[src/rtl/fifo_arb_pkg.sv]
// rtl/fifo_arb_pkg.sv - shared types and helpers for the fifo write-port arbiter
package fifo_arb_pkg;

  typedef enum logic {
    ARB_IDLE  = 1'b0,
    ARB_GRANT = 1'b1
  } arb_state_t;

  // Counter width that stays legal when n is 1 ($clog2 would give 0).
  function automatic int clamp_w(input int n);
    int w;
    w = $clog2(n);
    return (w < 1) ? 1 : w;
  endfunction

endpackage

[src/rtl/rr_pick.sv]
// rtl/rr_pick.sv - combinational round-robin picker: first set req at or after start, wrapping
module rr_pick #(
  parameter int N  = 4,
  parameter int IW = 2
) (
  input  logic [N-1:0]  req,
  input  logic [IW-1:0] start,
  output logic          found,
  output logic [IW-1:0] idx
);

  localparam logic [IW:0] NQ = (IW+1)'(N);

  logic [IW:0]   sum;
  logic [IW-1:0] cand;

  // Scan from the farthest offset down so the nearest candidate wins last.
  always_comb begin
    found = 1'b0;
    idx   = '0;
    sum   = '0;
    cand  = '0;
    for (int k = N - 1; k >= 0; k--) begin
      sum = {1'b0, start} + (IW+1)'(k);
      if (sum >= NQ) sum = sum - NQ;
      cand = sum[IW-1:0];
      if (req[cand]) begin
        found = 1'b1;
        idx   = cand;
      end
    end
  end

endmodule

[src/rtl/fifo_wr_arbiter.sv]
// rtl/fifo_wr_arbiter.sv - round-robin burst arbiter sharing one fifo write port among producers
module fifo_wr_arbiter
  import fifo_arb_pkg::*;
#(
  parameter int NUM_REQ    = 4,
  parameter int DATA_WIDTH = 8,
  parameter int MAX_BURST  = 4
) (
  input  logic                          clk,
  input  logic                          rst_,
  input  logic [NUM_REQ-1:0]            req_valid,
  input  logic [NUM_REQ*DATA_WIDTH-1:0] req_data,
  output logic [NUM_REQ-1:0]            req_ready,
  input  logic                          fifo_full,
  output logic                          fifo_wr_en,
  output logic [DATA_WIDTH-1:0]         fifo_din,
  output logic                          grant_vld,
  output logic [$clog2(NUM_REQ)-1:0]    grant_id
);

  localparam int IW = $clog2(NUM_REQ);
  localparam int BW = clamp_w(MAX_BURST);
  localparam logic [BW-1:0] LAST_BEAT = BW'(MAX_BURST - 1);
  localparam logic [IW-1:0] LAST_ID   = IW'(NUM_REQ - 1);

  arb_state_t      state;
  logic [IW-1:0]   owner;
  logic [IW-1:0]   rr_ptr;
  logic [BW-1:0]   beat_cnt;

  logic            pick_found;
  logic [IW-1:0]   pick_idx;
  logic            owner_valid;
  logic [DATA_WIDTH-1:0] owner_data;
  logic            last_beat;
  logic [IW-1:0]   next_ptr;

  rr_pick #(
    .N  (NUM_REQ),
    .IW (IW)
  ) u_pick (
    .req   (req_valid),
    .start (rr_ptr),
    .found (pick_found),
    .idx   (pick_idx)
  );

  // Write path is combinational so a full flag blocks the write in the same cycle.
  always_comb begin
    owner_valid = 1'b0;
    owner_data  = '0;
    for (int i = 0; i < NUM_REQ; i++) begin
      if (owner == IW'(i)) begin
        owner_valid = req_valid[i];
        owner_data  = req_data[i*DATA_WIDTH +: DATA_WIDTH];
      end
    end
    req_ready  = '0;
    fifo_wr_en = 1'b0;
    fifo_din   = '0;
    if (state == ARB_GRANT) begin
      req_ready[owner] = !fifo_full;
      fifo_wr_en       = owner_valid && !fifo_full && rst_;
    end
    if (fifo_wr_en) fifo_din = owner_data;
  end

  assign last_beat = (beat_cnt == LAST_BEAT);
  assign next_ptr  = (owner == LAST_ID) ? '0 : owner + 1'b1;
  assign grant_vld = (state == ARB_GRANT);
  assign grant_id  = owner;

  always_ff @(posedge clk) begin
    if (!rst_) begin
      state    <= ARB_IDLE;
      owner    <= '0;
      rr_ptr   <= '0;
      beat_cnt <= '0;
    end else begin
      case (state)
        ARB_IDLE: begin
          if (pick_found) begin
            owner    <= pick_idx;
            beat_cnt <= '0;
            state    <= ARB_GRANT;
          end
        end
        ARB_GRANT: begin
          // A stall (valid high, fifo full) neither counts nor releases.
          if (fifo_wr_en ? last_beat : !owner_valid) begin
            rr_ptr <= next_ptr;
            state  <= ARB_IDLE;
          end else if (fifo_wr_en) begin
            beat_cnt <= beat_cnt + 1'b1;
          end
        end
      endcase
    end
  end

endmodule

[config.mk]
export PLATFORM = sky130hd
export DESIGN_NAME = fifo_wr_arbiter
export DESIGN_NICKNAME = d
export VERILOG_FILES = /design/src/rtl/fifo_arb_pkg.sv /design/src/rtl/rr_pick.sv /design/src/rtl/fifo_wr_arbiter.sv
export SDC_FILE = /design/constraint.sdc
export NUM_CORES = 1
export LEC_CHECK = 0
export CAP_MARGIN = 15
export CELL_PAD_IN_SITES_DETAIL_PLACEMENT = 1
export CELL_PAD_IN_SITES_GLOBAL_PLACEMENT = 1
export CORE_UTILIZATION = 21
export DETAILED_ROUTE_END_ITERATION = 10
export GPL_TIMING_DRIVEN = 0
export PLACE_DENSITY = 0.79
export SLEW_MARGIN = 5
export SYNTH_ARGS = -nofsm -noshare
export SYNTH_HDL_FRONTEND = slang
export SYNTH_SLANG_ARGS = --single-unit
[constraint.sdc]
create_clock -name clk -period 2 [get_ports clk]
set_input_delay 0.4 -clock clk [delete_from_list [all_inputs] [get_ports clk]]
set_output_delay 0.4 -clock clk [all_outputs]
set_load 0.02 [all_outputs]
==> metrics.txt <==
outcome finished, violations left; failing checks setup timing; initial antenna violation count 0; Worst Setup End Kind output pin; dpl cells 232; type of origin of the critical path register; synth warn 0; Hold WC Path Type reg -> reg; nets 250; Syn Nets 174; count of input and output buffers 54; n_diodes 0; Setup violations, final 9; Synth cell types 30; initial DRC count 58; # rows 22; TritonCTS Sinks 7; Fmax 0.4228 GHz; Critical Path RT 1.60 ns; Worst-path clk slew 0.04 ns; root buffer cell clkbuf_8; Rel. slew slack 0.7035; register area share after synthesis 0.1654; cts bufs inserted 3; GPL Wtd Cong 0.7763; critical setup path kind reg -> out; total via count in the routed design 1235; mapped cell area 847.1 sq um; CTS tree built; DRC viols 0; Leakage 0.7550 nW; Max Cap Viol 0; P&R area growth vs syn 113.0%; setup_tns -3.129 ns; DIE AREA 0.004292 sq mm; Post-Place Setup Slack -1.093 ns; pin count of the biggest net entering global routing 11; Worst R2R Start grant_id[0]$_SDFFE_PN0P_; Slew Limit Fails 0; Worst Setup EP fifo_din[3]; Worst VDD drop 348.4 uV; drt wl/cell 15.82 um; vias in the first global route 1319; Final Non-Filler Cells 253; H-Tree Depth 1; Mean Syn Cell Area 6.516 sq um; commonest non-fill, non-tap cells in the layout 38 x clkdlybuf4s50_1, 20 x a21oi_1, 17 x nand2_1; fraction of layout cells with a size suffix above 1 0.2927; final WL 4.003 mm; Post-DP HPWL 2.731 mm; slew of the pin with the lowest slew margin 0.4407 ns; Clock Skew 0.002030 ns; Syn Inst Count 130; overflow left after global routing 0; GRT Util Overall 0.1912; Final Hold Fails 0; core area 0.003771 sq mm; most common cell after layout, fill and taps aside clkdlybuf4s50_1; Die H 65.51 um; first-pass GRT wire length 6.168 mm; initial core utilization 0.2246; CP Max Fanout 5; Final WS setup -0.3652 ns; hold slack 0.4933 ns; min Tclk post-route 2.365 ns; Routed Antenna Nets 0; clock latency on the worst-skew pair 0.23 ns; RSZ-0062 raised after global routing yes; vias per inst 4.881; Seq cells post-synth 7; Die W 65.51 um; pwr dens 452.5 mW/mm^2; Max clock buf depth 2; RR Endpoint beat_cnt[1]$_SDFFE_PN0P_; DRT Pass-1 Iters 4; worst r2r path cells 7; Tcrit/Tclk final 1.183; Critical path origin grant_id[0]$_SDFFE_PN0P_; r2r setup slk 0.08 ns; IO Pins 55; CP arrival 1.97 ns
## report_power, final
group | switching (W) | leakage, nW | total [W] | internal (W)
logic | 0.000204 | 0.673 | 0.000443 | 0.000238
registers | 0.0000182 | 0.0587 | 0.000171 | 0.000152
clock network | 0.0000650 | 0.0228 | 0.000203 | 0.000138
## repair_timing
| item | 4_1_cts | 5_1_grt |
|---|---|---|
| hold endpoints to repair | 0 | 0 |
| pin swaps | 3 | 2 |
| gates resized for setup | 85 | 8 |
| endpoints found under the setup margin | 13 | 17 |
| buffers inserted | 20 | 3 |
| hold buffers | 0 | 0 |
## Yosys cell counts
master,instances,area (sq um)
a211oi_2,1,12.51
mux2i_1,4,40.04
o21ai_0,10,50.05
nor2b_1,9,56.30
nor2_1,4,15.01
clkbuf_1,6,22.52
a21oi_2,1,8.760
a21oi_1,21,105.1
or4_1,1,7.510
inv_1,14,52.55
or2_4,1,8.760
nand3b_1,1,7.510
nor3b_1,1,7.510
nand2b_1,2,12.51
and3b_1,1,8.760
ha_1,5,62.56
dfxtp_1,7,140.1
nor4_1,1,6.260
buf_2,1,5.000
clkbuf_2,1,5.000
and2_1,4,25.02
a21boi_0,1,7.510
a211oi_1,1,7.510
o22ai_1,1,6.260
a21boi_1,1,7.510
nand2_1,18,67.56
a22oi_1,8,60.06
a221o_1,1,10.01
nand3_1,2,10.01
a2111o_1,1,11.26
## how the worst min path moves through the flow
stage                        startpoint                  endpoint  slack (ns)  depth (start not counted)
2_1_floorplan  beat_cnt[0]$_SDFFE_PN0P_  beat_cnt[0]$_SDFFE_PN0P_        0.44                          1
3_3_place_gp   beat_cnt[0]$_SDFFE_PN0P_  beat_cnt[0]$_SDFFE_PN0P_        0.46                          1
3_5_place_dp   beat_cnt[0]$_SDFFE_PN0P_  beat_cnt[0]$_SDFFE_PN0P_        0.49                          1
4_1_cts        beat_cnt[0]$_SDFFE_PN0P_  beat_cnt[0]$_SDFFE_PN0P_        0.50                          1
5_1_grt        beat_cnt[0]$_SDFFE_PN0P_  beat_cnt[0]$_SDFFE_PN0P_        0.51                          1
6_report       beat_cnt[0]$_SDFFE_PN0P_  beat_cnt[0]$_SDFFE_PN0P_        0.49                          1
## per-stage QoR
stage | cell area, sq um | util | total power, W
6_report | 1804 | 0.4784 | 0.0008164
5_1_grt | 1804 | 0.4784 | 0.0008729
4_1_cts | 1797 | 0.4764 | 0.0008124
3_5_place_dp | 1545 | 0.4098 | 0.0005229
3_3_place_gp | 1545 | 0.4098 | 0.0005115
2_1_floorplan | 944.7 | - | 0.0003692
## routing by layer
layer	wire (um)	global-route usage
met4	52	0.07065
met2	2093	0.3686
met5	0	0
met1	1687	0.2127
met3	169	0.01736
## sequential cells by signal (all words and copies together), names as in the netlist
register / cells
grant_vld: 1
rr_ptr: 2
beat_cnt: 2
grant_id: 2
## kinds of logic (layout without fill, tap and decap cells)
group,Yosys count,count (layout),share of synthesized area
AO/OA/AOI/OAI,47,47,0.3383
multiplexers,4,4,0.04727
buffers and inverters,22,97,0.1004
adder cells (fa/ha/maj),5,5,0.07386
flip-flops,7,7,0.1654
AND/OR/NAND/NOR,45,45,0.2747
## area by class of cell
cell class	instances	area, sq um
Clock buffer	4	45.04
Buffer	7	72.57
Multi-Input combinational cell	101	748.2
Timing Repair Buffer	72	673.1
Fill cell	471	1967
Tap cell	48	60.06
Inverter	14	57.56
Sequential cell	7	147.6
## critical path, stage by stage (launching register included)
cell,delay [ns]
dfxtp_4,0.38
inv_4,0.05
ha_2,0.19
clkbuf_8,0.14
a221o_1,0.40
a21oi_4,0.17
buf_6,0.13
nor2b_4,0.14
buf_6,0.12
(Power assumes the default switching activity.)
